<file path="src/rtl/fp32_mant_mul_seq.sv">
// Sequential mantissa multiplier: walks nibble pairs through an external
// 4x4 multiplier and accumulates shifted partial products.
module fp32_mant_mul_seq #(
   parameter int WIDTH = 24
) (
   input  logic               clk,
   input  logic               rst_n,
   input  logic               in_valid,
   output logic               in_ready,
   input  logic [WIDTH-1:0]   in_a,
   input  logic [WIDTH-1:0]   in_b,
   output logic [3:0]         mul_a,
   output logic [3:0]         mul_b,
   input  logic [7:0]         mul_p,
   output logic               out_valid,
   input  logic               out_ready,
   output logic [2*WIDTH-1:0] out_prod,
   output logic               busy
);

   localparam int NIB = WIDTH / 4;
   localparam int IW  = (NIB > 1) ? $clog2(NIB) : 1;
   localparam int PW  = 2 * WIDTH;
   localparam logic [IW-1:0] LAST = IW'(NIB - 1);

   typedef enum logic [1:0] {
      S_IDLE,
      S_RUN,
      S_DONE
   } state_t;

   state_t          r_state;
   logic [WIDTH-1:0] r_a;
   logic [WIDTH-1:0] r_b;
   logic [IW-1:0]    r_i;
   logic [IW-1:0]    r_j;
   logic [PW-1:0]    r_acc;
   logic [PW-1:0]    r_prod;
   logic             r_in_ready;
   logic             r_out_valid;
   logic             r_busy;

   logic [WIDTH-1:0] w_a_sh;
   logic [WIDTH-1:0] w_b_sh;
   logic [IW:0]      w_ij;
   logic [PW-1:0]    w_pp;
   logic [PW-1:0]    w_term;
   logic [PW-1:0]    w_sum;
   logic             w_last;
   logic             w_zero;

   // Nibble selection by shifting keeps the index arithmetic width-clean.
   assign w_a_sh = r_a >> {r_i, 2'b00};
   assign w_b_sh = r_b >> {r_j, 2'b00};
   assign w_ij   = {1'b0, r_i} + {1'b0, r_j};
   assign w_pp   = {{(PW-8){1'b0}}, mul_p};
   assign w_term = w_pp << {w_ij, 2'b00};
   assign w_sum  = r_acc + w_term;
   assign w_last = (r_i == LAST) && (r_j == LAST);
   assign w_zero = (in_a == '0) || (in_b == '0);

   assign mul_a     = r_busy ? w_a_sh[3:0] : 4'd0;
   assign mul_b     = r_busy ? w_b_sh[3:0] : 4'd0;
   assign in_ready  = r_in_ready;
   assign out_valid = r_out_valid;
   assign out_prod  = r_prod;
   assign busy      = r_busy;

   always_ff @(posedge clk or negedge rst_n) begin
      if (!rst_n) begin
         r_state     <= S_IDLE;
         r_a         <= '0;
         r_b         <= '0;
         r_i         <= '0;
         r_j         <= '0;
         r_acc       <= '0;
         r_prod      <= '0;
         r_in_ready  <= 1'b1;
         r_out_valid <= 1'b0;
         r_busy      <= 1'b0;
      end else begin
         unique case (r_state)
            S_IDLE: begin
               if (in_valid) begin
                  r_a        <= in_a;
                  r_b        <= in_b;
                  r_acc      <= '0;
                  r_i        <= '0;
                  r_j        <= '0;
                  r_in_ready <= 1'b0;
                  // A zero operand skips the nibble walk entirely.
                  if (w_zero) begin
                     r_prod      <= '0;
                     r_out_valid <= 1'b1;
                     r_state     <= S_DONE;
                  end else begin
                     r_busy  <= 1'b1;
                     r_state <= S_RUN;
                  end
               end
            end
            S_RUN: begin
               r_acc <= w_sum;
               if (w_last) begin
                  r_prod      <= w_sum;
                  r_busy      <= 1'b0;
                  r_out_valid <= 1'b1;
                  r_state     <= S_DONE;
               end else if (r_j == LAST) begin
                  r_j <= '0;
                  r_i <= r_i + IW'(1);
               end else begin
                  r_j <= r_j + IW'(1);
               end
            end
            S_DONE: begin
               if (out_ready) begin
                  r_out_valid <= 1'b0;
                  r_in_ready  <= 1'b1;
                  r_state     <= S_IDLE;
               end
            end
            default: r_state <= S_IDLE;
         endcase
      end
   end

endmodule

</file>
<file path="config.mk">
export PLATFORM = sky130hd
export DESIGN_NAME = fp32_mant_mul_seq
export DESIGN_NICKNAME = d
export VERILOG_FILES = /design/src/rtl/fp32_mant_mul_seq.sv
export SDC_FILE = /design/constraint.sdc
export NUM_CORES = 1
export LEC_CHECK = 0
export ABC_AREA = 1
export BUFFER_PORTS_ARGS = -buffer_cell sky130_fd_sc_hd__buf_2
export CORE_ASPECT_RATIO = 2
export CORE_MARGIN = 2
export CORE_UTILIZATION = 40
export CTS_BUF_LIST = sky130_fd_sc_hd__clkbuf_8
export CTS_CLUSTER_SIZE = 40
export DETAILED_ROUTE_END_ITERATION = 8
export PLACE_DENSITY = 0.69
export SETUP_SLACK_MARGIN = 0.1
export SLEW_MARGIN = 20
export SYNTH_ARGS = -nofsm -noshare
export SYNTH_HDL_FRONTEND = slang
export SYNTH_SLANG_ARGS = --single-unit
</file>
<file path="constraint.sdc">
create_clock -name clk -period 3.78 [get_ports clk]
set_input_delay 0 -clock clk [delete_from_list [all_inputs] [get_ports clk]]
set_output_delay 0 -clock clk [all_outputs]
set_load 0.03 [all_outputs]
</file>
==> run metrics, run 1 <==
slew margin rel. 0.370; complex-gate fraction of the synthesized area 0.113; Initial DRT Pass Iterations 6; worst-skew pair later-pin latency 0.51 ns; Worst EP arrival 3.96 ns; HP Class in2reg; post-synth top area cell dfrtp_1; Post-Route WL 36800 µm; vias post-DR 11806; routability cong. 1.01; Max Slew Vio Count 0; GR Overflow Total 0; most frequent cells in the layout nand2_1 (633), inv_1 (299), dfrtp_1 (154); clock buffer depth 2; Hold Path Depth 4; initial antenna violation count 0; largest net degree at the start of global routing 101; core area 28000 µm²; H-tree Lvls 4; unrepaired setup endpoints after global routing yes; largest family of logic cells by synthesized area simple AND/OR/NAND/NOR gates; PortBufs 118; fmax 0.283 GHz; DP Worst Slack -0.0848 ns; FF-to-FF path depth 19; Mapped Area 11300 µm²; row cnt 87; GR Util met2 0.404; Layout fillers 2848; Leak Pwr 7.81 nW; Setup-failing EPs final 0; busiest grt layer met2; Layout Skew 0.0177 ns; Synth Area in Adders 0.0644; register bit total from synthesis 155; global-route wire length before repair 57900 µm; Mapped Cells 1790; post-route setup slack 0.246 ns; R2R Setup Slk 0.25 ns; die height 242 µm; CP required 4.21 ns; post-layout min period 3.53 ns; period utilization 0.935; Initial Util 0.404; Mean Syn Cell Area 6.31 µm²; met1 global-route usage 0.331; Worst-path clk slew 0.09 ns; syn nets 1907; CTS Root Cell clkbuf_8; WL/cell 15.7 µm; crit path kind reg2reg; CTS tree built; overall routing resource usage 0.252; post-synthesis sequential area ratio 0.343; Die X-Extent 123 µm; Initial DRC Count 957; Critical Path Fanout Max 12; Synth area leaders dfrtp_1 (34%), nand2_1 (22%), inv_1 (10%); IO Pins 119; Ys Warns 0; crit path launch type flop; Hold Vio Cnt, Final 0; commonest non-fill, non-tap cell in the layout nand2_1; Layout Nets 2097; peak supply drop 0.435 mV; full die area 29700 µm²; Area growth syn-to-layout 22.7%; hpwl dp 28200 µm; status complete, no violations; Setup crit end kind flop; Post-Synth Simple-Gate Area 0.350; Synth cell types 39; TNS Setup 0 ns; power per standard cell area 655 nW/µm²; mux share of post-synthesis cell area 0.00354; total CTS buffers 17; layout cells sized above 1 0.159; drt via density 5.03; area share of xor/xnor cells in the synthesized design 0.00233; ant diodes 0; ANT nets after route 0; number of max-cap violations 0; # DRC 0; Worst-Margin Slew 0.945 ns; vias in the first global route 11162; total power 0.00909 W; met3 Usage GRT 0.0389; top cell type's share of synthesized area 0.341; CTS Sinks 155
==> synthesized netlist by cell type (all sizes together) <==
library cell and instances:
o21bai 2, inv 304, dfrtp 154, xnor2 2
nand2 649, o21a 5, buf 24, a21o 1
or2 8, dfstp 1, fa 2, o21ai 146
clkinv 1, o22ai 13, nor3b 1, nor2 168
a21oi 58, nand3b 4, clkbuf 30, nor3 12
nand4 56, o32ai 2, xor2 1, and2 1
nand3 74, a31oi 8, ha 55, a211oi 4
mux2i 4
==> cell type report <==
class | instances | area, µm² | area share
clock buffers | 17 | 234 | 0.0169
flip-flops and latches | 155 | 3880 | 0.280
well taps | 356 | 445 | 0.0321
inverters | 305 | 1150 | 0.0827
clock inverters | 15 | 151 | 0.0109
repair buffers | 225 | 1560 | 0.113
multi-input cells | 1276 | 6440 | 0.465
==> power breakdown <==
group / leakage (nW) / internal [W] / switching, W / total, W
sequential: 2.07 / 0.00222 / 0.000344 / 0.00257
combinational: 5.54 / 0.00168 / 0.00357 / 0.00525
clock: 0.203 / 0.000543 / 0.000726 / 0.00127
==> worst max-delay path: stages, from the launching register on <==
cell and delay, ns:
dfrtp_1 0.39, ha_1 0.21, inv_1 0.07, fa_2 0.48
buf_8 0.18, nor2_2 0.12, a31oi_2 0.06, or2_2 0.33
nor2_1 0.10, ha_1 0.28, nand2_2 0.10, inv_1 0.06
nand2_1 0.06, nand2_1 0.09, inv_1 0.09, nand3_1 0.21
buf_4 0.22, a21oi_1 0.16, o21ai_2 0.10, o21ai_0 0.16
==> path summary, 6_finish.rpt <==
path / from / to
setup / recovery: r_i[0] / r_acc[11]
hold / removal: in_valid / r_state[1]
setup reg to reg: r_i[0] / r_acc[11]
hold reg to reg: out_prod[37] / out_prod[37]
max in group asynchronous: rst_n / r_acc[43]
min in group asynchronous: rst_n / r_a[12]
==> metal layers <==
layer,wire length (µm),vias to the layer above,share of wire
li1,-,5990,-
met1,16000,5409,0.43
met2,17200,337,0.47
met3,1930,70,0.052
met4,1690,0,0.046
met5,0,-,0
==> timing repair <==
item,CTS,global route
hold endpoints to repair,147,0
hold buffers,51,0
gates resized for setup,6,112
setup endpoints to repair,9,77
buffers inserted,0,8
pin swaps,0,8
==> logic make-up after synthesis <==
group,after synthesis
multiplexers,4
AND/OR/NAND/NOR,973
flip-flops,155
buffers and inverters,359
adder cells (fa/ha/maj),57
XOR/XNOR,3
AO/OA/AOI/OAI,239
==> metrics by stage <==
step,instances,util,cell area (µm²),hold slack [ns]
6_report,2349,0.496,13900,0.103
3_5_place_dp,2258,0.446,12500,0.174
5_1_grt,2349,0.496,13900,0.0853
3_3_place_gp,2258,0.446,12500,0.172
4_1_cts,2341,0.479,13400,0.0524
2_1_floorplan,1790,-,11300,-0.296
==> sequential cells by signal (all words and copies together) (netlist names) <==
name,count
r_j,3
r_b,24
out_valid,1
in_ready,1
r_state,2
r_a,24
out_prod,48
busy,1
r_acc,48
r_i,3
Note: power is estimated with default switching activity, not from simulation.
==> inputs of run 2 (changes only) <==
--- a/config.mk
+++ b/config.mk
@@ -14,6 +14,7 @@
 export CTS_CLUSTER_SIZE = 40
 export DETAILED_ROUTE_END_ITERATION = 8
 export PLACE_DENSITY = 0.69
+export RECOVER_POWER = 100
 export SETUP_SLACK_MARGIN = 0.1
 export SLEW_MARGIN = 20
 export SYNTH_ARGS = -nofsm -noshare
==> run 2 against run 1 <==
Against the previous run:
- design area decreased by 0.90%
- setup slack got worse by 0.036 ns
- the run now ends with max-capacitance violations, max-slew violations left
- die area unchanged
- flip-flop and latch count unchanged
- non-clock buffer count unchanged
- highest routed layer unchanged
- final cell count unchanged
- count of clock-buffer cells in the layout unchanged
- sequential power about the same
- critical path type unchanged
==> run metrics, run 2 (synthesized netlist as in run 1, its figures left out) <==
DR WL met3 2090 µm; IO Pins 119; full die area 29700 µm²; status complete, but fails checks; Initial DRT Pass Iterations 7; layout cells sized above 1 0.125; Setup crit end kind flop; slew margin rel. -0.698; period utilization 0.945; total CTS buffers 17; failing checks max-capacitance violations, max-slew violations; metal2 WL 17300 µm; Layout Skew 0.0185 ns; Initial DRC Count 921; Leak Pwr 7.55 nW; Worst-path clk slew 0.09 ns; overall routing resource usage 0.252; commonest non-fill, non-tap cell in the layout nand2_1; CP required 4.17 ns; unrepaired setup endpoints after global routing yes; CTS Sinks 155; core area 28000 µm²; post-route setup slack 0.210 ns; PortBufs 118; CTS tree built; most frequent cells in the layout nand2_1 (634), inv_1 (299), dfrtp_1 (154); Worst EP arrival 3.96 ns; initial antenna violation count 0; CTS Root Cell clkbuf_8; number of max-cap violations 2; DP Worst Slack -0.0848 ns; ant diodes 0; worst hold margin 0.0815 ns; fmax 0.280 GHz; # DRC 0; Critical Path Fanout Max 4; vias post-DR 11767; Worst-Margin Slew 2.55 ns; ANT nets after route 0; post-layout min period 3.57 ns; Post-Route WL 36900 µm; Core Util, Final 0.491; Layout Nets 2097; HP Class in2reg; peak supply drop 0.434 mV; hpwl dp 28200 µm; WL/cell 15.7 µm; global-route wire length before repair 57900 µm; drt via density 5.01; row cnt 87; crit path kind reg2reg; M1 WL 15800 µm; Area growth syn-to-layout 21.6%; Layout fillers 2900; Initial Util 0.404; Hold Vio Cnt, Final 0; largest net degree at the start of global routing 101; H-tree Lvls 4; routability cong. 1.01; die height 242 µm; top routing layer in use met4; power per standard cell area 655 nW/µm²; Setup-failing EPs final 0; vias in the first global route 11162; clock buffer depth 2; crit path launch type flop; Die X-Extent 123 µm; worst-skew pair later-pin latency 0.51 ns; GR Overflow Total 0; Max Slew Vio Count 198
==> run 2: cell count changes in the layout (fill, tap and decap cells not counted), moves of 2 or more <==
cell	before	now
o21ai_1	37	32
buf_2	117	58
o21ai_0	106	111
clkbuf_1	0	60
clkbuf_2	0	3
buf_4	52	49
nor2_1	137	139
==> run 2: repair_timing <==
| item | CTS | global route |
|---|---|---|
| gates resized for setup | 6 | 112 |
| buffers inserted | 0 | 8 |
| pin swaps | 0 | 8 |
| endpoints found under the hold margin | 147 | 0 |
| endpoints found under the setup margin | 9 | 77 |
| hold buffers | 51 | 0 |
==> run 2: critical path: stages, from the launching register on <==
cell,delay (ns)
dfrtp_1,0.39
ha_1,0.21
inv_1,0.07
fa_2,0.48
buf_4,0.18
nand3_1,0.10
or2_2,0.16
nor2_1,0.05
ha_1,0.22
fa_1,0.49
buf_4,0.17
nand2_1,0.07
nand3_2,0.12
nand2_1,0.14
nand3_2,0.16
nand2_1,0.16
nand3_1,0.11
nand4_1,0.11
nand2_1,0.07
==> run 2: cell type report <==
cell class | count | area [µm²] | area share
clock buffers | 17 | 234 | 0.0170
clock inverters | 15 | 151 | 0.0110
well taps | 356 | 445 | 0.0324
flip-flops and latches | 155 | 3880 | 0.282
inverters | 305 | 1150 | 0.0835
repair buffers | 225 | 1480 | 0.107
multi-input cells | 1276 | 6410 | 0.466
==> run 2: metal layers <==
layer | track usage | vias to the layer above
met5 | 0 | -
met1 | 0.331 | 5358
met2 | 0.404 | 357
met4 | 0.115 | 0
li1 | - | 5984
met3 | 0.0389 | 68
==> run 2: worst paths after layout <==
path | endpoint | start | slack (ns) | cells past startpoint
worst max-delay path | out_prod[38] | r_i[0] | 0.21 | 18
worst min-delay path | r_state[1] | in_valid | 0.08 | 4
worst max register to register | out_prod[38] | r_i[0] | 0.21 | 18
worst min register to register | out_prod[37] | out_prod[37] | 0.49 | 2
max in group asynchronous | r_acc[38] | rst_n | 1.47 | 2
min in group asynchronous | r_a[12] | rst_n | 0.78 | 2
==> run 2: metrics by stage <==
| step | instance area [µm²] | std cells | TNS (ns) | total power (W) |
|---|---|---|---|---|
| global route | 13700 | 2349 | 0 | 0.00968 |
| global placement | 12500 | 2258 | -0.174 | 0.00737 |
| detailed placement | 12500 | 2258 | -0.193 | 0.00742 |
| floorplan | 11300 | 1790 | 0 | 0.00589 |
| CTS | 13400 | 2341 | 0 | 0.00880 |
| finish | 13700 | 2349 | 0 | 0.00900 |
==> run 2: report_power, final <==
group	switching [W]	total, W	leakage (nW)	internal, W
registers	0.000347	0.00257	2.07	0.00222
clock network	0.000728	0.00127	0.203	0.000543
logic	0.00355	0.00515	5.28	0.00160
